<file path="config.mk">
export PLATFORM = sky130hd
export DESIGN_NAME = dma_apb_cfg_seq
export DESIGN_NICKNAME = d
export VERILOG_FILES = /design/src/rtl/dma_apb_cfg_pkg.sv /design/src/rtl/dma_apb_cfg_pclk_div.sv /design/src/rtl/dma_apb_cfg_seq.sv
export SDC_FILE = /design/constraint.sdc
export NUM_CORES = 1
export LEC_CHECK = 0
export CAP_MARGIN = 0
export CORE_MARGIN = 2
export CORE_UTILIZATION = 40
export DETAILED_ROUTE_END_ITERATION = 10
export DONT_BUFFER_PORTS = 1
export GPL_ROUTABILITY_DRIVEN = 1
export PLACE_DENSITY = 0.54
export SYNTH_ARGS = -nofsm -noshare
export SYNTH_HDL_FRONTEND = slang
export SYNTH_SLANG_ARGS = --single-unit
</file>
<file path="constraint.sdc">
create_clock -name clk -period 3.2 [get_ports clk]
set_input_delay 0.48 -clock clk [delete_from_list [all_inputs] [get_ports clk]]
set_output_delay 0.48 -clock clk [all_outputs]
set_load 0.01 [all_outputs]
</file>
<file path="src/rtl/dma_apb_cfg_pkg.sv">
// Shared definitions for the DMA APB configuration sequencer:
// register map, response codes and the sequencer state encoding.
package dma_apb_cfg_pkg;

    localparam int unsigned APB_AW          = 13;
    localparam int unsigned CH_STRIDE_SHIFT = 8;

    localparam logic [APB_AW-1:0] REG_SRC     = 13'h000;
    localparam logic [APB_AW-1:0] REG_DST     = 13'h004;
    localparam logic [APB_AW-1:0] REG_SIZE    = 13'h008;
    localparam logic [APB_AW-1:0] REG_START   = 13'h00C;
    localparam logic [APB_AW-1:0] REG_INT_CLR = 13'h010;

    typedef enum logic [1:0] {
        RSP_OK      = 2'd0,
        RSP_SLVERR  = 2'd1,
        RSP_TIMEOUT = 2'd2
    } rsp_err_e;

    typedef enum logic [2:0] {
        ST_IDLE,
        ST_SETUP,
        ST_ACCESS,
        ST_WAIT_INT,
        ST_CLR_SETUP,
        ST_CLR_ACCESS,
        ST_ERR_CLR,
        ST_RSP
    } state_e;

    // Offset of the n-th register in the channel programming list.
    function automatic logic [APB_AW-1:0] cfg_offset(input logic [1:0] idx);
        logic [APB_AW-1:0] off;
        case (idx)
            2'd0:    off = REG_SRC;
            2'd1:    off = REG_DST;
            2'd2:    off = REG_SIZE;
            default: off = REG_START;
        endcase
        return off;
    endfunction

endpackage

</file>
<file path="src/rtl/dma_apb_cfg_pclk_div.sv">
// APB clock-enable generator: pclken pulses once every PCLK_DIV clk cycles
// (held high permanently when PCLK_DIV is 1).
module dma_apb_cfg_pclk_div #(
    parameter int unsigned PCLK_DIV = 1
) (
    input  logic clk,
    input  logic reset,
    output logic pclken
);

    localparam int unsigned CNT_W = (PCLK_DIV > 1) ? $clog2(PCLK_DIV) : 1;
    localparam logic [CNT_W-1:0] CNT_LAST = CNT_W'(PCLK_DIV - 1);

    logic [CNT_W-1:0] cnt_q;
    logic [CNT_W-1:0] cnt_d;

    always_comb begin
        cnt_d = cnt_q + 1'b1;
        if (cnt_q == CNT_LAST) begin
            cnt_d = '0;
        end
    end

    always_ff @(posedge clk or negedge reset) begin
        if (!reset) begin
            cnt_q <= '0;
        end else begin
            cnt_q <= cnt_d;
        end
    end

    assign pclken = (cnt_q == CNT_LAST);

endmodule

</file>
<file path="src/rtl/dma_apb_cfg_seq.sv">
// APB-master sequencer: programs SRC/DST/SIZE/START of one DMA channel, waits for
// its interrupt, clears it and responds. Optional WAIT_INT timeout: DMA_APB_CFG_SEQ_TIMEOUT_EN.
module dma_apb_cfg_seq
    import dma_apb_cfg_pkg::*;
#(
    parameter int unsigned CH_NUM   = 8,
    parameter int unsigned PCLK_DIV = 1,
    parameter int unsigned SIZE_W   = 16,
    localparam int unsigned CH_W    = (CH_NUM > 1) ? $clog2(CH_NUM) : 1
) (
    input  logic              clk,
    input  logic              reset,
    input  logic              cmd_valid,
    output logic              cmd_ready,
    input  logic [CH_W-1:0]   cmd_ch,
    input  logic [31:0]       cmd_src,
    input  logic [31:0]       cmd_dst,
    input  logic [SIZE_W-1:0] cmd_size,
    output logic              rsp_valid,
    output logic [1:0]        rsp_err,
    output logic              busy,
    input  logic              dma_int,
    output logic              pclken,
    output logic              psel,
    output logic              penable,
    output logic [12:0]       paddr,
    output logic              pwrite,
    output logic [31:0]       pwdata,
    input  logic [31:0]       prdata,
    input  logic              pslverr,
    input  logic              pready
);

    state_e              state_q, state_d;
    logic [1:0]          idx_q, idx_d;
    logic [1:0]          err_q, err_d;
    logic [CH_W-1:0]     ch_q, ch_d;
    logic [31:0]         src_q, src_d;
    logic [31:0]         dst_q, dst_d;
    logic [SIZE_W-1:0]   size_q, size_d;
    logic [12:0]         paddr_q, paddr_d;
    logic [31:0]         pwdata_q, pwdata_d;

    logic                accept;
    logic                timed_out;
    logic [1:0]          next_idx;
    logic [31:0]         next_wdata;
    logic [12:0]         cmd_base;
    logic [12:0]         ch_base;
    logic                unused_prdata;

    assign unused_prdata = ^prdata;

    dma_apb_cfg_pclk_div #(
        .PCLK_DIV (PCLK_DIV)
    ) u_pclk_div (
        .clk    (clk),
        .reset  (reset),
        .pclken (pclken)
    );

    assign cmd_base   = 13'(cmd_ch) << CH_STRIDE_SHIFT;
    assign ch_base    = 13'(ch_q) << CH_STRIDE_SHIFT;
    assign next_idx   = idx_q + 2'd1;

    always_comb begin
        case (next_idx)
            2'd1:    next_wdata = dst_q;
            2'd2:    next_wdata = 32'(size_q);
            2'd3:    next_wdata = 32'd1;
            default: next_wdata = src_q;
        endcase
    end

`ifdef DMA_APB_CFG_SEQ_TIMEOUT_EN
    localparam logic [19:0] TMO_LAST = 20'hFFFFF;

    logic [19:0] tmo_q, tmo_d;

    // Held at zero outside WAIT_INT, so every entry starts a fresh count.
    always_comb begin
        tmo_d = '0;
        if (state_q == ST_WAIT_INT) begin
            tmo_d = tmo_q + 20'd1;
        end
    end

    always_ff @(posedge clk or negedge reset) begin
        if (!reset) begin
            tmo_q <= '0;
        end else begin
            tmo_q <= tmo_d;
        end
    end

    assign timed_out = (tmo_q == TMO_LAST);
`else
    assign timed_out = 1'b0;
`endif

    assign accept = cmd_valid && cmd_ready;

    always_comb begin
        state_d  = state_q;
        idx_d    = idx_q;
        err_d    = err_q;
        ch_d     = ch_q;
        src_d    = src_q;
        dst_d    = dst_q;
        size_d   = size_q;
        paddr_d  = paddr_q;
        pwdata_d = pwdata_q;

        case (state_q)
            ST_IDLE, ST_RSP: begin
                state_d = ST_IDLE;
                if (accept) begin
                    ch_d     = cmd_ch;
                    src_d    = cmd_src;
                    dst_d    = cmd_dst;
                    size_d   = cmd_size;
                    idx_d    = 2'd0;
                    err_d    = RSP_OK;
                    paddr_d  = cmd_base + REG_SRC;
                    pwdata_d = cmd_src;
                    state_d  = ST_SETUP;
                end
            end
            ST_SETUP: begin
                if (pclken) begin
                    state_d = ST_ACCESS;
                end
            end
            ST_ACCESS: begin
                if (pclken && pready) begin
                    if (pslverr) begin
                        err_d   = RSP_SLVERR;
                        state_d = ST_ERR_CLR;
                    end else if (idx_q == 2'd3) begin
                        state_d = ST_WAIT_INT;
                    end else begin
                        idx_d    = next_idx;
                        paddr_d  = ch_base + cfg_offset(next_idx);
                        pwdata_d = next_wdata;
                        state_d  = ST_SETUP;
                    end
                end
            end
            ST_WAIT_INT: begin
                if (dma_int) begin
                    paddr_d  = ch_base + REG_INT_CLR;
                    pwdata_d = 32'd1;
                    state_d  = ST_CLR_SETUP;
                end else if (timed_out) begin
                    err_d   = RSP_TIMEOUT;
                    state_d = ST_ERR_CLR;
                end
            end
            // Error path still clears the channel interrupt before responding.
            ST_ERR_CLR: begin
                paddr_d  = ch_base + REG_INT_CLR;
                pwdata_d = 32'd1;
                state_d  = ST_CLR_SETUP;
            end
            ST_CLR_SETUP: begin
                if (pclken) begin
                    state_d = ST_CLR_ACCESS;
                end
            end
            ST_CLR_ACCESS: begin
                if (pclken && pready) begin
                    if (pslverr) begin
                        err_d = RSP_SLVERR;
                    end
                    state_d = ST_RSP;
                end
            end
            default: begin
                state_d = ST_IDLE;
            end
        endcase
    end

    always_ff @(posedge clk or negedge reset) begin
        if (!reset) begin
            state_q  <= ST_IDLE;
            idx_q    <= '0;
            err_q    <= RSP_OK;
            ch_q     <= '0;
            src_q    <= '0;
            dst_q    <= '0;
            size_q   <= '0;
            paddr_q  <= '0;
            pwdata_q <= '0;
        end else begin
            state_q  <= state_d;
            idx_q    <= idx_d;
            err_q    <= err_d;
            ch_q     <= ch_d;
            src_q    <= src_d;
            dst_q    <= dst_d;
            size_q   <= size_d;
            paddr_q  <= paddr_d;
            pwdata_q <= pwdata_d;
        end
    end

    assign psel      = (state_q == ST_SETUP) || (state_q == ST_ACCESS) ||
                       (state_q == ST_CLR_SETUP) || (state_q == ST_CLR_ACCESS);
    assign penable   = (state_q == ST_ACCESS) || (state_q == ST_CLR_ACCESS);
    assign pwrite    = psel;
    assign paddr     = paddr_q;
    assign pwdata    = pwdata_q;
    assign cmd_ready = (state_q == ST_IDLE) || (state_q == ST_RSP);
    assign rsp_valid = (state_q == ST_RSP);
    assign rsp_err   = err_q;
    assign busy      = (state_q != ST_IDLE);

endmodule

</file>
==> metrics.txt <==
status finished, violations left; failing checks negative hold slack; share of layout cells above drive strength 1 36.9%; EDFF count, synth 0; total CTS buffers 17; Tightest Pin Transition 1.14 ns; Core Rows 44; vias in the first global route 3801; top fanout value on the critical path 20; GPL Wtd Cong 0.762; post-CTS setup buffers 0; # DRC 0; Remaining Overflow, GRT 0; clk buf depth 2; WP data arrival 2.82 ns; Total GRT Usage 17.8%; Achievable Freq 403 MHz; critical-path cell list or3b_1, nor3b_4, a221o_1, mux2_2; 1st-pass router iterations 4; count leader, synth dfrtp_1; Root Driver clkbuf_16; hold_ws -0.230 ns; final WL 13200 um; FILL cells 1312; io pins 175; die width 125 um; CP endpoint kind register; Layout Skew 0.00525 ns; top-area cell type share of the netlist area 54.0%; Clock Latency Late Sink 0.41 ns; DRT iter0 DRCs 135; synthesized area per cell 13.2 um2; Synth cell types 41; critical setup path kind reg -> reg; Resize count post-CTS 0; Final Hold Fails 127; DR vias 3542; min Tclk post-route 2.48 ns; Clock Sinks 127; Area contributors post-synth dfrtp_1, mux2_2, a221o_1; dominant synthesized flop cell dfrtp_1; Final Cycle Share 77.5%; PwrDens 1150 nW/um2; Post-Route Setup TNS 0 ns; Mapped Area 5880 um2; most frequent cells after synthesis dfrtp_1, mux2_2, nand2_1, a221o_1, buf_4; Setup violations, final 0; DIE AREA 15700 um2; HPWL Detailed 8260 um; RSZ-0062 raised after global routing no; Final Util 45.5%; largest area contributor in the netlist dfrtp_1; Final Max Tran Viols 0; Chip Height 125 um; Async SR Flop Fraction 100%; Final ANT Viol Nets 0; antenna violations before repair 1; TritonCTS clock tree built; crit start category register; Clk pin slew, worst setup/hold paths 0.05 ns; Slowest cell on crit path nor3b_4; Worst Hold Class in -> async; Cells after Synth 446; Core Footprint 14500 um2; Initial Utilization 40.6%; number of max-cap violations 0; worst vdd ir 0.432 mV; largest net degree at the start of global routing 128; sequential share of the synthesized area 54.0%; htree depth 4; static leakage 2.86 nW; global-route wire length before repair 21400 um; Yosys reg bits 127; synth-to-layout area growth 12.0%; CP max stage delay 0.93 ns; Worst slew margin 24.1%; post-DR vias/cell 5.58; layout net count 563; # port buffers 0; Crit path required time 3.54 ns; DR WL/cell 20.8 um; Ys Warns 0
-- critical path: cells and delay by family (launching register included) --
family	cells	cell delay, ns
flip-flops	1	0.53
AND/OR/NAND/NOR	2	1.42
AO/OA/AOI/OAI	1	0.30
multiplexers	1	0.15
-- through the flow --
step / power, mW / setup slack, ns / instances / cell area (um2)
2_1_floorplan: 5.11 / 1.31 / 453 / 5910
6_report: 7.59 / 0.720 / 635 / 6590
4_1_cts: 7.70 / 0.677 / 634 / 6590
3_3_place_gp: 5.54 / 0.731 / 603 / 5970
5_1_grt: 8.11 / 0.538 / 634 / 6590
3_5_place_dp: 5.65 / 0.690 / 603 / 5970
-- layer usage --
metal	part of all wire (%)	GRT usage (%)
met5	0	0
met4	1.3	6.34
met3	4.9	5.52
met2	50	29.2
met1	44	22.4
-- registers in the layout (all words and copies together) (netlist names) --
signal,count
pwdata,32
dst_q,32
src_q,32
ch_q,3
paddr,6
rsp_err,1
state_q,3
idx_q,2
size_q,16
-- final timing paths --
path	start	to	slack, ns	depth (start not counted)
worst min register to register	src_q[28]	src_q[28]	0.50	1
worst min-delay path	reset	state_q[2]	-0.23	0
worst max-delay path	state_q[0]	pwdata[21]	0.72	4
worst max register to register	state_q[0]	pwdata[21]	0.72	4
max in group asynchronous	reset	src_q[28]	3.27	0
min in group clk	cmd_src[29]	src_q[29]	0.22	1
-- logic make-up after synthesis --
group,count (synthesis),share of synthesized area [%]
AOI/OAI and AO/OA,78,10.1
muxes,124,23.7
adders and majority gates,4,0.851
DFF,127,54.0
xor gates and xnor gates,2,0.298
other,2,0.128
and+or+nand+nor,59,5.76
buffers and inverters,50,5.17
-- where the power goes --
group	internal [mW]	leakage, nW	switching [mW]
Combinational	1.40	1.03	1.15
Clock	1.35	0.300	0.660
Sequential	2.43	1.53	0.594
Total	5.18	2.86	2.41
-- cells in the final DEF (no fill, tap or decap), types with 2 or more instances in the layout --
cell	count
a21oi_1	8
a221o_1	21
a22o_1	12
a22oi_1	11
and3_1	18
buf_4	9
bufinv_16	3
clkbuf_1	4
clkbuf_16	17
clkbuf_8	6
conb_1	9
dfrtp_1	127
ha_1	3
inv_1	6
mux2_1	2
mux2_2	120
mux2i_1	2
nand2_1	24
nand3b_1	5
nor3_1	2
nor3b_2	2
o21ai_0	11
o21ai_1	5
o22ai_1	2
-- area by class of cell --
type | count | area (um2) | share of cell area, %
flip-flops and latches | 127 | 3180 | 48.2
multi-input cells | 276 | 2450 | 37.2
clock buffers | 27 | 523 | 7.94
well taps | 184 | 230 | 3.49
clock inverters | 4 | 97.6 | 1.48
repair buffers | 10 | 87.6 | 1.33
inverters | 6 | 22.5 | 0.342
diodes | 1 | 2.50 | 0.0380
No activity file was read; power rests on OpenSTA's default activity.
